$ cat src/rtl/monster_pool.sv
// monster_pool: fixed-size pool of Doodle Jump monsters with spawn, bounce/scroll motion,
// retirement and a per-pixel hit test. Define MONSTER_BOB_EN to add a vertical bob.
module monster_pool #(
  parameter int NUM_MONS = 4,
  parameter int X_MIN    = 160,
  parameter int X_MAX    = 479,
  parameter int SIZE_X   = 20,
  parameter int SIZE_Y   = 11,
  parameter int SPAWN_Y  = 40,
  parameter int Y_OFF    = 479,
  parameter int SPEED_X  = 1
) (
  input  logic                   Clk,
  input  logic                   Reset_n,
  input  logic                   frame_clk,
  input  logic                   gene,
  input  logic [NUM_MONS-1:0]    kill_mask,
  input  logic [19:0]            random_num,
  input  logic [9:0]             distance,
  input  logic [9:0]             DrawX,
  input  logic [9:0]             DrawY,
  output logic [NUM_MONS*10-1:0] monster_x_flat,
  output logic [NUM_MONS*10-1:0] monster_y_flat,
  output logic [NUM_MONS-1:0]    active,
  output logic [3:0]             mons_count,
  output logic                   spawn_fail,
  output logic                   is_monster,
  output logic [2:0]             monster_id
);
  localparam logic [10:0]        X_LO    = 11'(X_MIN + SIZE_X);
  localparam logic [10:0]        X_HI    = 11'(X_MAX - SIZE_X);
  localparam logic [10:0]        X_SPD   = 11'(SPEED_X);
  localparam logic [9:0]         Y_SPAWN = 10'(SPAWN_Y);
  localparam logic signed [11:0] Y_LIM   = 12'(Y_OFF);
  localparam logic signed [11:0] HALF_X  = 12'(SIZE_X);
  localparam logic signed [11:0] HALF_Y  = 12'(SIZE_Y);

  logic                frame_prev_q, gene_prev_q, frame_edge_q, gene_edge_q;
  logic [9:0]          x_q [NUM_MONS];
  logic [9:0]          x_d [NUM_MONS];
  logic [9:0]          y_q [NUM_MONS];
  logic [9:0]          y_d [NUM_MONS];
  logic [NUM_MONS-1:0] dir_q, dir_d;  // 1 = moving right
  logic [NUM_MONS-1:0] active_q, active_d;
  logic [3:0]          count_q, count_d;
  logic                spawn_fail_q, spawn_fail_d;
  logic [NUM_MONS-1:0] eligible, spawn_sel, hit;
  logic                found;
  logic [10:0]         x_step [NUM_MONS];
  logic signed [11:0]  y_step [NUM_MONS];
  logic signed [11:0]  bob;
  logic                unused_rand;

  assign unused_rand = ^random_num[19:8];

`ifdef MONSTER_BOB_EN
  logic [4:0] frame_cnt_q;

  always_ff @(posedge Clk or negedge Reset_n) begin
    if (!Reset_n)          frame_cnt_q <= '0;
    else if (frame_edge_q) frame_cnt_q <= frame_cnt_q + 5'd1;
  end

  always_comb begin
    case (frame_cnt_q[4:2])
      3'd0:       bob = 12'sd2;
      3'd1, 3'd7: bob = 12'sd1;
      3'd3, 3'd5: bob = -12'sd1;
      3'd4:       bob = -12'sd2;
      default:    bob = 12'sd0;
    endcase
  end
`else
  assign bob = 12'sd0;
`endif

  // One spare bit over 11 keeps a large scroll from wrapping negative.
  for (genvar gi = 0; gi < NUM_MONS; gi++) begin : g_slot
    assign x_step[gi] = dir_q[gi] ? ({1'b0, x_q[gi]} + X_SPD) : ({1'b0, x_q[gi]} - X_SPD);
    assign y_step[gi] = $signed({2'b00, y_q[gi]}) + $signed({2'b00, distance}) + bob;
    assign hit[gi] = active_q[gi]
        && ($signed({2'b00, DrawX}) >= ($signed({2'b00, x_q[gi]}) - HALF_X))
        && ($signed({2'b00, DrawX}) <= ($signed({2'b00, x_q[gi]}) + HALF_X))
        && ($signed({2'b00, DrawY}) >= ($signed({2'b00, y_q[gi]}) - HALF_Y))
        && ($signed({2'b00, DrawY}) <= ($signed({2'b00, y_q[gi]}) + HALF_Y));
    assign monster_x_flat[10*gi +: 10] = x_q[gi];
    assign monster_y_flat[10*gi +: 10] = y_q[gi];
  end

  // Slots being killed this cycle are skipped when picking the spawn target.
  always_comb begin
    eligible  = ~active_q & ~kill_mask;
    spawn_sel = '0;
    found     = 1'b0;
    for (int i = 0; i < NUM_MONS; i++) begin
      if (eligible[i] && !found) begin
        spawn_sel[i] = gene_edge_q;
        found        = 1'b1;
      end
    end
    spawn_fail_d = gene_edge_q && !found;
  end

  always_comb begin
    for (int i = 0; i < NUM_MONS; i++) begin
      x_d[i]      = x_q[i];
      y_d[i]      = y_q[i];
      dir_d[i]    = dir_q[i];
      active_d[i] = active_q[i];
      if (kill_mask[i]) begin
        active_d[i] = 1'b0;
      end else if (frame_edge_q && active_q[i] && (y_step[i] > Y_LIM)) begin
        active_d[i] = 1'b0;
      end else if (spawn_sel[i]) begin
        x_d[i]      = 10'(X_LO + {3'b000, random_num[7:0]});
        y_d[i]      = Y_SPAWN;
        dir_d[i]    = 1'b1;
        active_d[i] = 1'b1;
      end else if (frame_edge_q && active_q[i]) begin
        y_d[i] = y_step[i][11] ? 10'd0 : y_step[i][9:0];
        if (x_step[i] >= X_HI) begin
          x_d[i]   = X_HI[9:0];
          dir_d[i] = 1'b0;
        end else if (x_step[i] <= X_LO) begin
          x_d[i]   = X_LO[9:0];
          dir_d[i] = 1'b1;
        end else begin
          x_d[i] = x_step[i][9:0];
        end
      end
    end
  end

  always_comb begin
    count_d = '0;
    for (int i = 0; i < NUM_MONS; i++) count_d = count_d + {3'b000, active_d[i]};
  end

  always_comb begin
    monster_id = 3'd0;
    for (int i = NUM_MONS - 1; i >= 0; i--) begin
      if (hit[i]) monster_id = 3'(i);
    end
  end

  always_ff @(posedge Clk or negedge Reset_n) begin
    if (!Reset_n) begin
      frame_prev_q <= 1'b0;
      gene_prev_q  <= 1'b0;
      frame_edge_q <= 1'b0;
      gene_edge_q  <= 1'b0;
      for (int i = 0; i < NUM_MONS; i++) begin
        x_q[i] <= '0;
        y_q[i] <= '0;
      end
      dir_q        <= '0;
      active_q     <= '0;
      count_q      <= '0;
      spawn_fail_q <= 1'b0;
    end else begin
      frame_prev_q <= frame_clk;
      gene_prev_q  <= gene;
      frame_edge_q <= frame_clk & ~frame_prev_q;
      gene_edge_q  <= gene & ~gene_prev_q;
      for (int i = 0; i < NUM_MONS; i++) begin
        x_q[i] <= x_d[i];
        y_q[i] <= y_d[i];
      end
      dir_q        <= dir_d;
      active_q     <= active_d;
      count_q      <= count_d;
      spawn_fail_q <= spawn_fail_d;
    end
  end

  assign active     = active_q;
  assign mons_count = count_q;
  assign spawn_fail = spawn_fail_q;
  assign is_monster = |hit;

endmodule

$ cat config.mk
export PLATFORM = sky130hd
export DESIGN_NAME = monster_pool
export DESIGN_NICKNAME = d
export VERILOG_FILES = /design/src/rtl/monster_pool.sv
export SDC_FILE = /design/constraint.sdc
export NUM_CORES = 1
export LEC_CHECK = 0
export CAP_MARGIN = 5
export CORE_MARGIN = 2
export CORE_UTILIZATION = 40
export DETAILED_ROUTE_END_ITERATION = 6
export DONT_BUFFER_PORTS = 1
export PLACE_DENSITY = 0.64
export SLEW_MARGIN = 20
export SYNTH_ARGS = -nofsm -noshare
export SYNTH_HDL_FRONTEND = slang
export SYNTH_SLANG_ARGS = --single-unit
$ cat constraint.sdc
create_clock -name Clk -period 5.5 [get_ports Clk]
set_clock_uncertainty 0.15 [all_clocks]
set_input_delay 1.65 -clock Clk [delete_from_list [all_inputs] [get_ports Clk]]
set_output_delay 1.65 -clock Clk [all_outputs]
set_load 0.01 [all_outputs]
==> metrics.md, run 1 <==
| Metric | Value |
|---|---|
| TritonCTS Sinks | 96 |
| Crit path launch | DrawY[1] |
| Reg2reg path depth | 13 |
| CP Class | in -> out |
| Final period util | 99.54% |
| TritonCTS clock tree | done |
| Yosys top cell area share | 23.23% |
| Main synth FF type | dfrtp_1 |
| Avg WL per Cell | 19.07 um |
| Area contributors post-synth | ha_1 23%, dfrtp_1 18%, xnor2_1 6.1%, xor2_1 4.9%, a21oi_1 4.7% |
| Pre-CTS WS | -0.1888 ns |
| Clk root buf | clkbuf_16 |
| Die Area | 0.03474 mm2 |
| Number of max-cap violations | 0 |
| Final setup vio count | 0 |
| CP arrival | 3.67 ns |
| DR vias/cell | 5.813 |
| Pre-Repair DR Iteration Count | 5 |
| I/O Buffers | 0 |
| Placed Area | 0.01387 mm2 |
| Post-synth EDFFs | 0 |
| Crit path max fanout | 8 |
| Crit-path leading delay family | simple AND/OR/NAND/NOR gates |
| Unique masters post-synth | 83 |
| Slew HR | 18.16% |
| Actual slew at the worst max-slew pin | 1.219 ns |
| F_max | 182.7 MHz |
| Starting Density | 40.79% |
| Overflow after GRT | 0 |
| Crit-path slowest cell | or4_4 |
| Final std cells w/o fill | 2037 |
| Core area | 0.03262 mm2 |
| Total Routing Usage GR | 22.10% |
| GPL Wtd Cong | 0.8433 |
| Row cnt | 66 |
| Global-route wire length before repair | 61870 um |
| Die Ht | 186.4 um |
| RSZ-0062 raised after global routing | true |
| # H-tree levels | 3 |
| Die width | 186.4 um |
| Synth Instances | 1604 |
| Register-to-register setup slack | 1.34 ns |
| Critical path depth in cells | 10 |
| Final hold violation count | 0 |
| Utilization after layout | 44.31% |
| Vias after detailed routing | 11840 |
| Flops & latches, synth | 96 |
| Most frequent CP cell | nor2b_4 |
| CTS clk-pin slew, worst paths | 0.08 ns |
| Synth Cell Area | 0.01331 mm2 |
| Vias in the first global route | 11500 |
| CP required | 3.70 ns |
| CP Launch Type | input port |
| Worst-skew pair later-pin latency | 0.37 ns |
| Design area | 0.01445 mm2 |
| Avg Cell Area, Syn | 8.295 um2 |
| Count leader, synth | ha_1 |
| Worst hold-check path type | reg -> reg |
| Status | finished clean |
| Fin Setup TNS | 0 ns |
| Drt total wl | 38840 um |
| CP cell instances | ha_1, nor2b_1, o21a_1, o21ai_1, a21oi_1, o2111ai_1, nand3_1, or4_4, nor2b_4, nor2b_4 |
| # DRC | 0 |
| CP peak stage delay | 0.55 ns |
| Longest Clk Path Bufs | 2 |
| CTS Buf Count | 9 |
| CP Capture Type | output port |
| Antenna violations before repair | 1 |
| Worst reg2reg endpoint | mons_count[1] |
| Detailed placement HPWL | 30890 um |
| Routed Antenna Nets | 0 |
| Worst Setup EP | monster_id[1] |
| Area Growth Syn to Fin | 8.633% |
| Top-level I/O count | 151 |
| Leak pwr | 6.565 nW |
| DRT iter0 DRCs | 541 |
| Asr flop ratio synth | 100.0% |
| Max-slew violation count | 0 |
| Seq/Total Area, Yosys | 18.06% |
| Final setup margin | 0.02508 ns |
| Layout cell share with drive strength beyond 1 | 8.218% |
| RR Startpoint | monster_y_flat[0] |
| Ys Warns | 0 |
| Worst-case vdd ir drop | 0.2076 mV |
| Buf/Inv on CP | 0 |
| Synth top cells by count | 247 x ha_1, 126 x a21oi_1, 126 x nand2_1 |
| Fillers | 3264 |
| Placed cells | 2017 |
| Power per Cell Area | 429.6 mW/mm2 |
| Period minus WS final | 5.475 ns |
| Top cell type by total area after synthesis | ha_1 |
| Final net count | 1903 |
| Largest net degree at the start of global routing | 97 |
## kinds of logic (layout without fill, tap and decap cells)
group / Yosys count / count (layout) / share of synthesized area (%)
muxes: 14 / 14 / 1.063
and+or+nand+nor: 458 / 458 / 17.03
other: 1 / 3 / 0.02818
DFF: 96 / 96 / 18.06
buffers and inverters: 134 / 123 / 3.949
AOI/OAI and AO/OA: 476 / 476 / 24.16
xor gates and xnor gates: 168 / 168 / 11.06
adders and majority gates: 257 / 257 / 24.66
## worst register-to-register path: stages, from the launching register on
cell      delay (ns)
dfrtp_2         0.49
ha_1            0.24
fa_1            0.43
a211oi_2        0.29
nor3_1          0.10
o31ai_2         0.23
nand3_1         0.10
mux2_2          0.26
a2111o_1        0.35
a311oi_1        0.35
buf_4           0.18
fa_1            0.40
ha_1            0.20
ha_1            0.27
## registers in the layout, indices dropped and copies added (netlist names), 3 cells and up
name,flops
monster_x_flat,40
monster_y_flat,40
active,4
mons_count,3
dir_q,4
## timing repair
action                                  4_1_cts  5_1_grt
resized for setup                            28       32
buffers inserted                              1        3
endpoints found under the setup margin        3        3
pin swaps                                    19       27
cloned                                        0        0
hold buffers                                  0        0
hold endpoints to repair                      0        0
## worst min-delay path by stage
stage / from / slack, ns / endpoint / depth (start not counted)
floorplan: frame_prev_q / 0.23 / frame_edge_q / 1
global placement: gene_prev_q / 0.23 / gene_edge_q / 1
detailed placement: gene_prev_q / 0.23 / gene_edge_q / 1
CTS: gene_prev_q / 0.23 / gene_edge_q / 1
global route: frame_prev_q / 0.27 / frame_edge_q / 1
finish: gene_prev_q / 0.23 / gene_edge_q / 1
## per-stage QoR
stage,hold slack (ns),power [W]
2_1_floorplan,0.2277,0.004551
3_3_place_gp,0.2341,0.005313
3_5_place_dp,0.2339,0.005434
4_1_cts,0.2280,0.006139
5_1_grt,0.2722,0.006865
6_report,0.2346,0.006210
## final cells by class
class                           count  area (um2)  area share [%]
Clock inverter                      6       50.05          0.3463
Tap cell                          442       553.0           3.826
Inverter                           70       270.3           1.870
Multi-Input combinational cell   1375       10650           73.70
Timing Repair Buffer               37       289.0           2.000
Antenna cell                        1       2.502         0.01731
Sequential cell                    96        2407           16.66
Clock buffer                       10       229.0           1.584
## routing by layer
layer / vias to the layer above / global-route usage (%) / part of all wire (%)
li1: 5846 / - / -
met4: 0 / 6.092 / 2.6
met1: 5648 / 27.88 / 44
met3: 54 / 5.097 / 6.8
met5: - / 0 / 0
met2: 293 / 37.76 / 47
## power breakdown
part	switching (W)	total (W)	internal [W]	leakage [nW]
sequential	0.000542	0.00140	0.000862	1.18
clock	0.000316	0.000630	0.000314	0.131
combinational	0.00224	0.00418	0.00193	5.26
## cell usage in the layout, fill, tap and decap left out, types with 12 or more instances in the layout
master / n
a211oi_1: 21
a21o_1: 52
a21oi_1: 118
and3_1: 12
buf_4: 34
dfrtp_1: 92
ha_1: 239
inv_1: 68
mux2i_1: 13
nand2_1: 124
nand2b_1: 29
nand3_1: 28
nand4_1: 25
nor2_1: 105
nor2b_1: 37
nor3_1: 37
o211ai_1: 16
o21a_1: 19
o21ai_0: 84
xnor2_1: 93
xor2_1: 75
Note: power is estimated with default switching activity, not from simulation.
==> run 2, diff against run 1 <==
--- a/config.mk
+++ b/config.mk
@@ -5,13 +5,12 @@
 export SDC_FILE = /design/constraint.sdc
 export NUM_CORES = 1
 export LEC_CHECK = 0
-export CAP_MARGIN = 5
-export CORE_MARGIN = 2
+export CAP_MARGIN = 20
+export CORE_MARGIN = 3
 export CORE_UTILIZATION = 40
 export DETAILED_ROUTE_END_ITERATION = 6
 export DONT_BUFFER_PORTS = 1
 export PLACE_DENSITY = 0.64
-export SLEW_MARGIN = 20
 export SYNTH_ARGS = -nofsm -noshare
 export SYNTH_HDL_FRONTEND = slang
 export SYNTH_SLANG_ARGS = --single-unit
==> run 2 against run 1 <==
Compared with the run above: the run now ends with negative setup slack left; fmax down 1.6%; cell count unchanged; die area up 2.2%; final area down 0.11%.
==> metrics.md, run 2 (synthesized netlist as in run 1, its figures left out) <==
| Metric | Value |
|---|---|
| Combinational share of power | 67.2% (about the same) |
| CP required | 3.70 ns (about the same) |
| Longest Clk Path Bufs | 2 (unchanged) |
| Global-route wire length before repair | 62180 um (+0.51%) |
| Post-CTS Hold Buffers | 0 (unchanged) |
| CP Class | in -> out |
| Max-slew violation count | 0 (unchanged) |
| Row cnt | 66 (unchanged) |
| Seq. cell area | 0.002405 mm2 (-0.10%) |
| TritonCTS clock tree | done |
| CP Launch Type | input port |
| RR Startpoint | monster_y_flat[0] |
| Pre-CTS WS | -0.1670 ns (+0.02179 ns) |
| Avg WL per Cell | 19.33 um (+1.4%) |
| DRT iter0 DRCs | 570 (+5.4%) |
| DR vias/cell | 5.826 (+0.23%) |
| Number of max-cap violations | 0 (unchanged) |
| Pre-Repair DR Iteration Count | 5 (unchanged) |
| Final net count | 1904 (+0.053%) |
| Status | finished, violations left |
| Power per Cell Area | 433.4 mW/mm2 (+0.88%) |
| # diodes | 0 (-1) |
| Clock share of power | 10.7% (+0.6 points) |
| TritonCTS Sinks | 96 (unchanged) |
| CP Capture Type | output port |
| Largest net degree at the start of global routing | 97 (unchanged) |
| Sequential power share | 22.1% (-0.5 points) |
| Final period util | 101.2% (+1.6 points) |
| # H-tree levels | 3 (unchanged) |
| Antenna violations before repair | 1 (unchanged) |
| P_int | 0.003152 W (+1.4%) |
| Most frequent cells in the layout | 241 x ha_1, 124 x nand2_1, 120 x a21oi_1 |
| Worst hold-check path type | reg -> reg |
| Final setup margin | -0.06494 ns (-0.09001 ns) |
| Drt total wl | 39390 um (+1.4%) |
| Vias in the first global route | 11560 (+0.57%) |
| Placed Area | 0.01387 mm2 (unchanged) |
| Design area | 0.01444 mm2 (-0.11%) |
| Placed cells | 2017 (unchanged) |
| Vias after detailed routing | 11870 (+0.23%) |
| Overflow after GRT | 0 (unchanged) |
| Layout cell share with drive strength beyond 1 | 7.774% (-0.44 points) |
| Period minus WS final | 5.565 ns (+0.09001 ns) |
| Worst reg2reg endpoint | mons_count[1] |
| Clk root buf | clkbuf_16 |
| Crit path max fanout | 3 (-5) |
| Routed Antenna Nets | 0 (unchanged) |
| GPL Wtd Cong | 0.9175 (+8.8%) |
| RSZ-0062 raised after global routing | true |
| Die width | 188.4 um (+1.1%) |
| Sw Share | 49.63% (-0.32 points) |
| I/O Buffers | 0 (unchanged) |
| Die Ht | 188.4 um (+1.1%) |
| Commonest non-fill, non-tap cell in the layout | ha_1 |
| Slew HR | 27.45% (+9.3 points) |
| Top-level I/O count | 151 (unchanged) |
| Worst Setup EP | monster_id[0] |
| Final setup vio count | 2 (+2) |
| Worst-case vdd ir drop | 0.2379 mV (+15%) |
| Crit path launch | DrawX[0] |
| Die Area | 0.03549 mm2 (+2.2%) |
| Failing checks | negative setup slack |
| Core area | 0.03270 mm2 (+0.25%) |
| Final hold violation count | 0 (unchanged) |
| Starting Density | 40.69% (-0.10 points) |
| CTS clk-pin slew, worst paths | 0.08 ns (about the same) |
| F_max | 179.7 MHz (-1.6%) |
| Multi-input logic area | 0.01062 mm2 (-0.27%) |
| CTS Buf Count | 9 (unchanged) |
| Worst-skew pair later-pin latency | 0.36 ns (about the same) |
| Leak pwr | 6.576 nW (+0.17%) |
| Detailed placement HPWL | 31180 um (+0.95%) |
| Total Routing Usage GR | 21.72% (-0.38 points) |
| # DRC | 0 (unchanged) |
| Fillers | 3301 (+1.1%) |
| Final std cells w/o fill | 2037 (unchanged) |
| Utilization after layout | 44.15% (-0.16 points) |
| Area Growth Syn to Fin | 8.510% |
| Register-to-register setup slack | 1.15 ns (-0.19 ns) |
| Hold depth | 1 (unchanged) |
| CP arrival | 3.76 ns (+0.09 ns) |
| Reg2reg path depth | 12 (-1) |
| Sw Pwr | 0.003105 W (+0.13%) |
| Actual slew at the worst max-slew pin | 1.079 ns (-0.1396 ns) |
[run 2: cell count changes in the layout (fill, tap and decap cells not counted), moves of 3 or more]
| cell | delta |
|---|---|
| o21ai_0 | +5 |
| o21ai_1 | -4 |
| buf_4 | +3 |
| inv_6 | -3 |
[run 2: critical path: stages]
cell,delay [ns]
clkinvlp_4,0.09
buf_6,0.14
ha_4,0.26
nand2b_4,0.11
a21oi_2,0.04
nor2b_1,0.12
o21ai_1,0.10
a21oi_1,0.18
o211ai_1,0.16
a2111oi_4,0.39
buf_4,0.19
nand2_2,0.05
a21oi_2,0.13
buf_4,0.13
[run 2: how the worst min path moves through the flow]
| stage | from | endpoint | slack, ns |
|---|---|---|---|
| 2_1_floorplan | frame_prev_q | frame_edge_q | 0.23 |
| 3_3_place_gp | frame_prev_q | frame_edge_q | 0.24 |
| 3_5_place_dp | frame_prev_q | frame_edge_q | 0.24 |
| 4_1_cts | frame_prev_q | frame_edge_q | 0.25 |
| 5_1_grt | frame_prev_q | frame_edge_q | 0.27 |
| 6_report | frame_prev_q | frame_edge_q | 0.25 |
[run 2: layer usage]
metal  GRT usage (%)  vias up  part of all wire, %
met3           4.744       52                  7.5
met5               0        -                    0
met2           36.79      308                   47
met1           28.17     5648                   44
met4           5.614        0                  2.1
li1                -     5860                    -
[run 2: area by class of cell]
type	instances	share of cell area, %
clock buffers	10	1.586
multi-input cells	1375	73.58
repair buffers	38	2.002
flip-flops and latches	96	16.66
well taps	442	3.830
clock inverters	6	0.4680
inverters	70	1.872
[run 2: power groups by stage]
stage,clock network [W],registers (W),logic [W]
after floorplan,0,0.00113,0.00342
after global placement,0,0.00139,0.00393
after detailed placement,0,0.00140,0.00405
after CTS,0.000680,0.00138,0.00411
after global routing,0.000708,0.00143,0.00478
final,0.000672,0.00138,0.00420
[run 2: what timing repair did]
item                                    in CTS  in global routing
endpoints found under the setup margin       3                  3
pin swaps                                   15                 30
setup buffers                                1                  4
resized for setup                           20                 26
[run 2: stage by stage]
stage / hold slack [ns] / power [W] / setup TNS (ns)
after global placement: 0.2371 / 0.005315 / -0.4223
after detailed placement: 0.2415 / 0.005451 / -0.4430
after floorplan: 0.2277 / 0.004551 / 0
final: 0.2473 / 0.006258 / -0.09907
after CTS: 0.2523 / 0.006174 / -0.03894
after global routing: 0.2697 / 0.006921 / -0.3266
==> run 3, diff against run 2 <==
--- a/config.mk
+++ b/config.mk
@@ -6,7 +6,7 @@
 export NUM_CORES = 1
 export LEC_CHECK = 0
 export CAP_MARGIN = 20
-export CORE_MARGIN = 3
+export CORE_MARGIN = 5
 export CORE_UTILIZATION = 40
 export DETAILED_ROUTE_END_ITERATION = 6
 export DONT_BUFFER_PORTS = 1
==> run 3 against run 2 <==
Compared with the run above: the flow still finishes with violations (negative setup slack); clock power is 3.9% lower; global-route usage is 0.71 points lower; sequential share of layout area shrank 0.079 points; critical path depth is 1 lower; combinational power is 2% higher; clock-buffer cell count unchanged; via count down 0.37%; critical path type unchanged; largest cell class unchanged; highest routed layer unchanged.
==> metrics.md, run 3 (synthesized netlist as in run 1, its figures left out) <==
| Metric | Value |
|---|---|
| Final hold violation count | 0 (unchanged) |
| Worst hold-check path type | reg -> reg |
| F_max | 174.7 MHz (-2.8%) |
| Antenna violations before repair | 0 (-1) |
| Max-slew violation count | 0 (unchanged) |
| Failing checks | negative setup slack |
| Power per Cell Area | 430.4 mW/mm2 (-0.69%) |
| TritonCTS clock tree | done |
| Vias in the first global route | 11470 (-0.79%) |
| Slew HR | 26.38% (-1.1 points) |
| Die width | 192.4 um (+2.1%) |
| DR vias/cell | 5.773 (-0.91%) |
| WHS | 0.2472 ns (-0.0001120 ns) |
| I/O Buffers | 0 (unchanged) |
| Total Routing Usage GR | 21.01% (-0.71 points) |
| CP Launch Type | input port |
| Hold_sp | frame_prev_q |
| CTS Buf Count | 9 (unchanged) |
| Crit path max fanout | 2 (-1) |
| Starting Density | 40.69% (unchanged) |
| CP arrival | 3.92 ns (+0.16 ns) |
| DRT iter0 DRCs | 621 (+8.9%) |
| Final net count | 1915 (+0.58%) |
| GPL Wtd Cong | 0.8942 (-2.5%) |
| Layout cell share with drive strength beyond 1 | 8.032% (+0.26 points) |
| Core area | 0.03270 mm2 (unchanged) |
| Clk root buf | clkbuf_16 |
| Status | finished, violations left |
| Top-level I/O count | 151 (unchanged) |
| Global-route wire length before repair | 61680 um (-0.81%) |
| Register-to-register setup slack | 1.23 ns (+0.08 ns) |
| TritonCTS Sinks | 96 (unchanged) |
| Utilization after layout | 44.36% (+0.21 points) |
| CP required | 3.70 ns (about the same) |
| Final period util | 104.1% (+2.9 points) |
| Overflow after GRT | 0 (unchanged) |
| RSZ-0062 raised after global routing | true |
| Endpoint, Worst Hold | frame_edge_q |
| # diodes | 0 (unchanged) |
| Routed Antenna Nets | 0 (unchanged) |
| Reg2reg path depth | 12 (unchanged) |
| Hold depth | 1 (unchanged) |
| Crit-path leading delay family | simple AND/OR/NAND/NOR gates |
| Drt total wl | 39470 um (+0.22%) |
| Detailed placement HPWL | 31460 um (+0.89%) |
| Number of max-cap violations | 0 (unchanged) |
| Commonest non-fill, non-tap cell in the layout | ha_1 |
| Crit-path slowest cell | or4_4 |
| Buf/Inv on CP | 3 (-1) |
| Worst reg2reg endpoint | mons_count[1] |
| Pre-Repair DR Iteration Count | 5 (unchanged) |
| Most frequent cells in the layout | 240 x ha_1, 125 x nand2_1, 123 x a21oi_1 |
| CTS clk-pin slew, worst paths | 0.08 ns (about the same) |
| # DRC | 0 (unchanged) |
| Vias after detailed routing | 11820 (-0.37%) |
| Post-CTS Hold Buffers | 0 (unchanged) |
| Avg WL per Cell | 19.27 um (-0.32%) |
| Final setup margin | -0.2234 ns (-0.1585 ns) |
| CP peak stage delay | 0.57 ns (+0.18 ns) |
| Largest net degree at the start of global routing | 97 (unchanged) |
| # H-tree levels | 3 (unchanged) |
| Actual slew at the worst max-slew pin | 1.104 ns (+0.02499 ns) |
| Die Ht | 192.4 um (+2.1%) |
| Leak pwr | 6.623 nW (+0.71%) |
| Final setup vio count | 3 (+1) |
| Die Area | 0.03701 mm2 (+4.3%) |
| Area Growth Syn to Fin | 9.028% |
| Longest Clk Path Bufs | 2 (unchanged) |
| RR Startpoint | monster_y_flat[0] |
| Row cnt | 66 (unchanged) |
| CP cell instances | clkinvlp_4, buf_6, ha_4, nand2b_1, a21o_1, a21o_1, a21oi_2, o211ai_1, a221oi_2, or4_4, nor2b_4, nor2b_4, buf_6 |
| CP Capture Type | output port |
| Worst-skew pair later-pin latency | 0.37 ns (about the same) |
| CP Class | in -> out |
| Period minus WS final | 5.723 ns (+0.1585 ns) |
| Worst-case vdd ir drop | 0.2403 mV (+1.0%) |
[run 3: cell count changes in the layout (fill, tap and decap cells not counted), moves of 2 or more]
cell,previous run,this run
a21oi_1,120,123
inv_6,1,3
buf_6,1,4
nand2_2,2,0
nand2b_1,29,31
buf_4,37,44
nand2b_4,3,1
a21oi_2,6,3
[run 3: per-layer routing]
layer  vias to the layer above  global-route usage, %  part of all wire [%]
li1                       5869                      -                     -
met1                      5568                  27.51                    44
met2                       327                  35.30                    47
met3                        60                  3.564                   7.5
met4                         0                  6.802                   2.4
met5                         -                      0                     0
[run 3: worst reg2reg max path, stage by stage (launching register included)]
cell and delay [ns]:
dfrtp_2 0.48, ha_1 0.24, fa_1 0.44, a211oi_2 0.29
nor3_1 0.10, o31ai_2 0.23, nand3_1 0.11, mux2_2 0.26
a2111o_1 0.37, a311oi_1 0.47, fa_1 0.49, ha_1 0.19
ha_1 0.32
[run 3: worst max path at each step]
stage              from       endpoint  slack [ns]  depth (start not counted)
2_1_floorplan  DrawX[1]  monster_id[1]        0.08                         10
3_3_place_gp   DrawX[1]  monster_id[1]       -0.29                         11
3_5_place_dp   DrawX[0]  monster_id[0]       -0.29                         14
4_1_cts        DrawX[0]  monster_id[1]       -0.09                         14
5_1_grt        DrawX[0]  monster_id[0]       -0.26                         14
6_report       DrawX[0]  monster_id[1]       -0.22                         13
[run 3: power breakdown]
group | switching (W) | internal [W]
logic | 0.00232 | 0.00195
clock network | 0.000319 | 0.000327
registers | 0.000470 | 0.000862
total | 0.00310 | 0.00314
[run 3: area by class of cell]
cell class | count | area (um2)
Clock inverter | 6 | 50.05
Multi-Input combinational cell | 1375 | 10590
Fill cell | 3248 | 18200
Sequential cell | 96 | 2405
Timing Repair Buffer | 49 | 395.4
Inverter | 70 | 270.3
Tap cell | 442 | 553.0
Clock buffer | 10 | 239.0
[run 3: per-stage QoR]
stage	setup TNS [ns]	std cells	worst slack [ns]	cell area (um2)	power (W)
after floorplan	0	1605	0.07700	13310	0.004551
after global placement	-0.6703	2027	-0.2876	13940	0.005359
after detailed placement	-0.8168	2027	-0.2886	13940	0.005489
after CTS	-0.2552	2046	-0.08693	14460	0.006221
after global routing	-0.7683	2048	-0.2632	14510	0.006875
final	-0.6150	2048	-0.2234	14510	0.006244
[run 3: what timing repair did]
action	CTS	global route
pin swaps	26	11
setup endpoints to repair	3	3
buffers inserted	4	2
endpoints found under the hold margin	0	0
gates resized for setup	36	8
